==> config.mk <==
export PLATFORM = sky130hd
export DESIGN_NAME = ktms_mmrd_mc_mwin_dec
export DESIGN_NICKNAME = d
export VERILOG_FILES = /design/src/rtl/ktms_mmrd_mc_mwin_dec.sv
export SDC_FILE = /design/constraint.sdc
export NUM_CORES = 1
export LEC_CHECK = 0
export CAP_MARGIN = 20
export CORE_MARGIN = 2
export CORE_UTILIZATION = 40
export DETAILED_ROUTE_END_ITERATION = 10
export HOLD_SLACK_MARGIN = 0.03
export PLACE_DENSITY_LB_ADDON = 0.08
export SETUP_SLACK_MARGIN = 0.5
export SLEW_MARGIN = 40
export SYNTH_ARGS = -nofsm -noshare
export SYNTH_HDL_FRONTEND = slang
export SYNTH_SLANG_ARGS = --single-unit
==> constraint.sdc <==
create_clock -name clk -period 1.9 [get_ports clk]
set_input_delay 0.285 -clock clk [delete_from_list [all_inputs] [get_ports clk]]
set_output_delay 0.285 -clock clk [all_outputs]
set_load 0.005 [all_outputs]
==> src/rtl/ktms_mmrd_mc_mwin_dec.sv <==
// ktms_mmrd_mc_mwin_dec
// Multi-window, multi-context MMIO read decoder. A host read that hits one of
// nwin address windows is forwarded to the backend once. The request is then
// tracked to a response, a cancel or a timeout. Single or double-word data is
// returned to the MMIO read path as a one-cycle pulse.
module ktms_mmrd_mc_mwin_dec #(
    parameter int addr_width    = 24,
    parameter int mmiobus_width = 4 + addr_width,
    parameter int ctxtid_width  = 10,
    parameter int ctxtid_start  = 14,
    parameter int lcladdr_width = 2,
    parameter int nwin          = 4,
    parameter logic [nwin*addr_width-1:0] win_base = '0,
    parameter int tmo_width     = 12,
    parameter int tmo_cycles    = 4000
) (
    input  logic                     clk,
    input  logic                     reset,
    input  logic [mmiobus_width-1:0] i_mmiobus,
    output logic                     o_rd_v,
    input  logic                     o_rd_r,
    output logic [nwin-1:0]          o_rd_win,
    output logic [lcladdr_width-1:0] o_rd_addr,
    output logic [ctxtid_width-1:0]  o_rd_ctxt,
    output logic                     i_rd_r,
    input  logic                     i_rd_v,
    input  logic                     i_rd_cancel,
    input  logic [63:0]              i_rd_d,
    output logic                     o_mmio_rd_v,
    output logic [63:0]              o_mmio_rd_d,
    output logic                     o_perror,
    output logic                     o_tmo,
    output logic                     o_overrun
);

    // Context id bits carried in the address (the parity bit is generated here).
    localparam int CTX_BITS = ctxtid_width - 1;
    // Lowest address bit above the context id; these upper bits are matched too.
    localparam int UP_LO    = ctxtid_start + ctxtid_width - 1;

    localparam logic [1:0] S_IDLE = 2'd0;
    localparam logic [1:0] S_REQ  = 2'd1;
    localparam logic [1:0] S_WAIT = 2'd2;
    localparam logic [1:0] S_RESP = 2'd3;

    localparam logic [tmo_width-1:0] TMO_LAST = tmo_width'(tmo_cycles - 1);

    logic [addr_width-1:0]    bus_addr;
    logic                     bus_vld, bus_cfg, bus_rnw, bus_dw, rd_sel;
    logic [nwin-1:0]          hit, hit_oh;
    logic                     any_hit;
    logic [CTX_BITS-1:0]      bus_ctx;
    logic [ctxtid_width-1:0]  bus_ctxt;

    logic [1:0]               state_q, state_d;
    logic [tmo_width-1:0]     cnt_q, cnt_d;
    logic [nwin-1:0]          win_q;
    logic [lcladdr_width-1:0] lcl_q;
    logic [ctxtid_width-1:0]  ctxt_q;
    logic                     dw_q;
    logic [63:0]              data_q;
    logic                     tmo_q, perror_q, overrun_q;

    logic                     tmo_fire, to_tmo, rsp_take, parity_err;
    logic [31:0]              rsp_word;
    logic [63:0]              rsp_data;

    // Bus layout, msb first: {vld, cfg, rnw, dw, addr}.
    assign bus_addr = i_mmiobus[addr_width-1:0];
    assign bus_dw   = i_mmiobus[addr_width];
    assign bus_rnw  = i_mmiobus[addr_width+1];
    assign bus_cfg  = i_mmiobus[addr_width+2];
    assign bus_vld  = i_mmiobus[addr_width+3];
    assign rd_sel   = bus_vld & bus_rnw & ~bus_cfg;

    // Context id with an odd-parity bit appended in the lsb.
    assign bus_ctx  = bus_addr[ctxtid_start+CTX_BITS-1:ctxtid_start];
    assign bus_ctxt = {bus_ctx, ~^bus_ctx};

    // Per-window match: the context id bits are don't-care, everything else
    // above the local word address must equal the window base.
    for (genvar gi = 0; gi < nwin; gi++) begin : g_win
        localparam logic [addr_width-1:0] BASE = win_base[gi*addr_width +: addr_width];
        assign hit[gi] = rd_sel
            && (bus_addr[ctxtid_start-1:lcladdr_width] == BASE[ctxtid_start-1:lcladdr_width])
            && (bus_addr[addr_width-1:UP_LO] == BASE[addr_width-1:UP_LO]);
    end

    // Isolate the lowest set bit so overlapping windows resolve to the lowest k.
    assign hit_oh  = hit & (~hit + nwin'(1));
    assign any_hit = |hit;

    // A response accepted in the same cycle as the timeout takes precedence.
    assign tmo_fire   = ((state_q == S_REQ) || (state_q == S_WAIT)) && (cnt_q == TMO_LAST);
    assign to_tmo     = tmo_fire && !((state_q == S_WAIT) && i_rd_v);
    assign rsp_take   = (state_q == S_WAIT) && i_rd_v && !i_rd_cancel;
    // The counter is zero only in the first REQ cycle, which is when parity is checked.
    assign parity_err = (state_q == S_REQ) && (cnt_q == '0) && !(^ctxt_q);

    // Single-word reads use big-endian word order and replicate the word.
    assign rsp_word = lcl_q[0] ? i_rd_d[31:0] : i_rd_d[63:32];
    assign rsp_data = dw_q ? i_rd_d : {rsp_word, rsp_word};

    // Next-state and timeout counter selection.
    always_comb begin
        state_d = state_q;
        cnt_d   = ((state_q == S_REQ) || (state_q == S_WAIT)) ? cnt_q + tmo_width'(1) : '0;
        case (state_q)
            S_IDLE: if (any_hit) state_d = S_REQ;
            S_REQ: begin
                if (tmo_fire)    state_d = S_RESP;
                else if (o_rd_r) state_d = S_WAIT;
            end
            S_WAIT: begin
                if (i_rd_v)        state_d = i_rd_cancel ? S_IDLE : S_RESP;
                else if (tmo_fire) state_d = S_RESP;
            end
            S_RESP:  state_d = S_IDLE;
            default: state_d = S_IDLE;
        endcase
    end

    // FSM state and timeout counter.
    always_ff @(posedge clk or negedge reset) begin
        if (!reset) begin
            state_q <= S_IDLE;
            cnt_q   <= '0;
        end else begin
            state_q <= state_d;
            cnt_q   <= cnt_d;
        end
    end

    // Capture the request fields on an accepted hit; they stay stable until the next one.
    always_ff @(posedge clk or negedge reset) begin
        if (!reset) begin
            win_q  <= '0;
            lcl_q  <= '0;
            ctxt_q <= '0;
            dw_q   <= 1'b0;
        end else if ((state_q == S_IDLE) && any_hit) begin
            win_q  <= hit_oh;
            lcl_q  <= bus_addr[lcladdr_width-1:0];
            ctxt_q <= bus_ctxt;
            dw_q   <= bus_dw;
        end
    end

    // Return data register and timeout pulse, both aligned with the RESP cycle.
    always_ff @(posedge clk or negedge reset) begin
        if (!reset) begin
            data_q <= '0;
            tmo_q  <= 1'b0;
        end else begin
            tmo_q <= to_tmo;
            if (rsp_take)    data_q <= rsp_data;
            else if (to_tmo) data_q <= '1;
        end
    end

    // Sticky error flags: bad context parity and hits that arrive while busy.
    always_ff @(posedge clk or negedge reset) begin
        if (!reset) begin
            perror_q  <= 1'b0;
            overrun_q <= 1'b0;
        end else begin
            perror_q  <= perror_q | parity_err;
            overrun_q <= overrun_q | (any_hit && (state_q != S_IDLE));
        end
    end

    assign o_rd_v      = (state_q == S_REQ);
    assign i_rd_r      = (state_q == S_WAIT);
    assign o_mmio_rd_v = (state_q == S_RESP);
    assign o_rd_win    = win_q;
    assign o_rd_addr   = lcl_q;
    assign o_rd_ctxt   = ctxt_q;
    assign o_mmio_rd_d = data_q;
    assign o_tmo       = tmo_q;
    assign o_perror    = perror_q;
    assign o_overrun   = overrun_q;

endmodule
# Word-level counts from Yosys, hierarchy flattened
# Index checks and enable logic that the tools add are counted.
# totals
regBits,98
inputBits,97
output_inout_bits,86
elab_cells,61
# op_classes
add_sub_neg,2
eq_ne,7
n_mux,12
bitwise,8
n_reduce_logical,22
# ops
cell,count
two-way mux 64 bit,3
two-way mux 32 bit,1
logical NOT 12 bit,2
adder 12 x 1 -> 12 bit (second input constant),1
equality test 12 bit (second input constant),1
two-way mux 12 bit,1
two-way mux 2 bit,6
logical AND 1 bit,10
parity 10 bit,1
XNOR reduction 9 bit,1
one-hot mux 2 bit (4 select lines),1
!= test 3 x 1 -> 1 bit (second input constant),2
adder 4 x 1 -> 4 bit (second input constant),1
bitwise AND 4 bit,1
equality test 2 bit (second input constant),2
inverter 4 bit,1
nonzero test 2 bit,2
logical NOT 1 bit,3
AND reduction 3 bit,1
bitwise AND 1 bit,2
equality test 2 x 1 -> 1 bit (second input constant),1
logical NOT 2 bit,1
!= test 2 bit (second input constant),1
inverter 1 bit,2
other kinds (2),3

# Longest topological paths before layout
# logic_depth
depth_word,7
ltp_mapped,8
mapped_depth_nobuf,6

# Worst setup path before layout
# Ideal clock, no wire load.
# synth_path
path_type,register to register
from,register state_q[0]
to,register data_q[0] (netlist: o_mmio_rd_d[0])
setup_time_ps,79
t_arrival_ps,1731
t_required_ps,1821
path_slack_ps,89
path_stages_with_launch,8
path_buffers,1
period_less_slack_ps,1811
path_cell_list,dfrtp_1 -> inv_1 -> ha_1 -> and4bb_2 -> nand3_4 -> o21ai_4 -> buf_6 -> a2bb2oi_1
# synth_between
elab_chain_len,5
word_cells_on_any_way,10
classes_between,eq/ne: 2; mux: 1; reduce/logical: 7
# synth_lines
item,line,source
from (decl),55,"logic [1:0] state_q, state_d;"
from (signal assigned),129,state_q <= state_d;
equality test 2 x 1 -> 1 bit or equality test 2 bit (tied branches),"94, 95, 96",
logical OR 1 bit or logical AND 1 bit (tied branches),"94, 95, 96",
logical AND 1 bit or logical NOT 1 bit (tied branches),"94, 95",
logical AND 1 bit,95,assign to_tmo = tmo_fire && !((state_q == S_WAIT) && i_rd_v);
nonzero test 2 bit (no line),--,
to (signal assigned),156,if (rsp_take) data_q <= rsp_data;
to (decl),61,logic [63:0] data_q;
# Several ways; a longest one is shown, not always the timed one.
# A chain may end at the register's enable or synchronous reset.

# Worst setup path after layout
# layout_path
from,register state_q[1]
to,register data_q[38] (netlist: o_mmio_rd_d[38])
# The elaborated chain is that of the path after synthesis.

==> results.md <==
- Pre-CTS setup slack: -0.151 ns
- Final Power: 8670 uW
- Area Overhead vs Synth: 63.2%
- Register bit count reported by yosys: 95
- Fin worst setup slack: 0.0777 ns
- Tot GR Track Use: 22.2%
- Vias in the first global route: 4514
- Max Root-Sink Buffers: 2
- Hold WC Path Type: in -> reg
- Worst Skew: 0.00585 ns
- Maxcap violations: 0
- Top-count cell post-synth: dfrtp_1
- DIE WIDTH: 115 um
- Cell area power density: 1080 nW/um2
- Synth async-reset ratio: 100%
- Detailed Place HPWL: 9290 um
- Routability cong.: 0.861
- Peak supply drop: 0.000662 V
- Max H-tree Level: 3
- Status: complete, no violations
- Synth top area cells: dfrtp_1, a2bb2oi_1, mux2i_1
- Final WL: 14700 um
- Commonest cells post-synth: dfrtp_1, nand2_1, a2bb2oi_1, nor2_1, mux2i_1
- Distinct cell type count after synthesis: 47
- Port Buf Inserts: 179
- Num CTS Buffers: 9
- Final Max Tran Viols: 0
- Synth warn: 0
- WP data required: 2.16 ns
- Nets: 797
- Largest net degree at the start of global routing: 96
- DIE AREA: 13200 um2
- Post-synth top flop: dfrtp_1
- Initial antenna violation count: 0
- N_diodes: 0
- Final min period: 1.82 ns
- Drt drc: 0
- Share of layout cells above drive strength 1: 25.5%
- Vias: 4412
- Crit path kind: reg -> reg
- Synthesized cell area: 4900 um2
- # IOs: 183
- Cells after Synth: 461
- Post-DR vias/cell: 5.23
- Slew @ Worst Pin: 0.535 ns
- Sequential share of the synthesized area: 48.5%
- Worst Setup End Kind: flip-flop
- Avg Inst Size Synth: 10.6 um2
- First-pass GRT wire length: 22800 um
- Final Cycle Share: 95.9%
- WP data arrival: 2.08 ns
- Setup tns final: 0 ns
- Leakage: 0.00338 uW
- Hold Slack: 0.347 ns
- Root buf cell: clkbuf_16
- # clock sinks: 95
- Site Rows: 40
- Initial DRC Count: 228
- Post-synth EDFFs: 0
- Count of final hold-check violations: 0
- Initial Util: 40.8%
- CTS tree: done
- Total grt overflow: 0
- Placed Cells: 777
- Core ar.: 12000 um2
- Setup violators final: 0
- Die Span Y: 115 um
- Non-filler cells, final: 844
- CP Max Fanout: 13
- Post-synth top area share: 48.5%
- Slew margin rel.: 64.4%
- Max Clock Freq: 549 MHz
- Initial DRT Pass Iterations: 5
- RSZ-0062 raised after global routing: true
- CP Launch Type: flip-flop
- Yosys top cell by area: dfrtp_1
- Antenna Violating Nets Remaining: 0
- CTS clk-pin slew, worst paths: 0.06 ns
- Avg WL per Cell: 17.4 um
- Clk_lat worst skew: 0.34 ns
-- stage by stage --
stage | cell area (um2) | utilization [%]
global placement | 6930 | 57.7
floorplan | 4940 | -
global route | 8000 | 66.6
finish | 8000 | 66.6
detailed placement | 6930 | 57.7
CTS | 7670 | 63.8
-- repair_timing --
item	4_1_cts	5_1_grt
pin swaps	14	8
resized for setup	145	57
endpoints found under the setup margin	168	91
cloned	3	2
setup buffers	41	5
hold buffers	1	0
endpoints found under the hold margin	51	0
-- worst max-delay path: stages (launching register included) --
cell       delay (ns)
dfrtp_1          0.36
inv_2            0.06
ha_4             0.27
and4bb_2         0.27
nand3_4          0.09
o21ai_4          0.18
buf_6            0.16
buf_12           0.16
a2bb2oi_1        0.18
-- sequential cells by signal (all words and copies together) (netlist names) --
register and count:
dw_q 1, o_overrun 1, o_rd_win 1, o_rd_ctxt 10, cnt_q 12, state_q 2
o_mmio_rd_d 64, o_tmo 1, o_perror 1, o_rd_addr 2
-- cell usage in the layout (no fill, tap or decap), types with 2 or more instances in the layout --
master            n
dfrtp_2           4
clkdlybuf4s50_1  77
buf_4            52
nand3_1           3
ha_1              3
inv_1             4
and2_1           10
mux2i_1          32
xor2_1            6
mux2_4            8
buf_6            11
clkbuf_16        10
inv_2             3
nor2_1           65
nand2_1          68
conb_1            3
nor4_4            3
nand4_1           3
nor3_1            2
bufinv_16         2
xnor2_1          13
dlygate4sd2_1    89
clkbuf_2          4
o21ai_1           2
mux2_2            4
clkdlybuf4s15_1   4
ha_4              3
buf_16            3
dfrtp_1          91
xnor3_1           2
clkinv_2          2
a2bb2oi_2        39
a2bb2oi_1        26
nor4_1            2
and4bb_2          2
xnor2_2           3
buf_12            6
-- layout make-up --
type                       count  area, um2
inverter                       7       26.3
clock buffer                  11        243
fill                         957       4010
multi-input combinational    330       2710
clock inverter                 4       70.1
tap                          147        184
sequential                    95       2380
timing repair buffer         250       2390
-- kinds of logic (layout without fill, tap and decap cells) --
family | count (synthesis) | count (layout) | share of synthesized area (%)
AND/OR/NAND/NOR | 172 | 172 | 16.3
flip-flops | 95 | 95 | 48.5
AO/OA/AOI/OAI | 79 | 79 | 13.8
multiplexers | 45 | 45 | 10.1
buffers and inverters | 38 | 272 | 4.62
XOR/XNOR | 24 | 24 | 4.85
adder cells (fa/ha/maj) | 7 | 7 | 1.79
other | 1 | 3 | 0.0765
-- metal layers --
layer / share of wire, % / GRT usage (%)
met4: 2.3 / 8.59
met5: 0 / 0
met2: 48 / 35.9
met1: 43 / 28.9
met3: 7.1 / 5.35
-- report_power, final --
part | total, uW | internal [uW] | switching, uW
clock | 1920 | 1180 | 739
combinational | 3650 | 2280 | 1370
sequential | 3100 | 2700 | 406
-- path summary, 6_finish.rpt --
path | slack [ns] | cells past startpoint | to | startpoint
hold reg to reg | 0.46 | 1 | o_perror$_DFF_PN0_ | o_perror$_DFF_PN0_
setup reg to reg | 0.08 | 8 | o_mmio_rd_d[38]$_DFFE_PN0P_ | state_q[1]$_DFFE_PN0P_
hold / removal | 0.35 | 2 | o_rd_ctxt[5]$_DFFE_PN0P_ | i_mmiobus[18]
max in group asynchronous | 0.91 | 3 | dw_q$_DFFE_PN0P_ | reset
min in group asynchronous | 0.52 | 3 | o_mmio_rd_d[55]$_DFFE_PN0P_ | reset
setup / recovery | 0.08 | 8 | o_mmio_rd_d[38]$_DFFE_PN0P_ | state_q[1]$_DFFE_PN0P_
(Power assumes the default switching activity.)
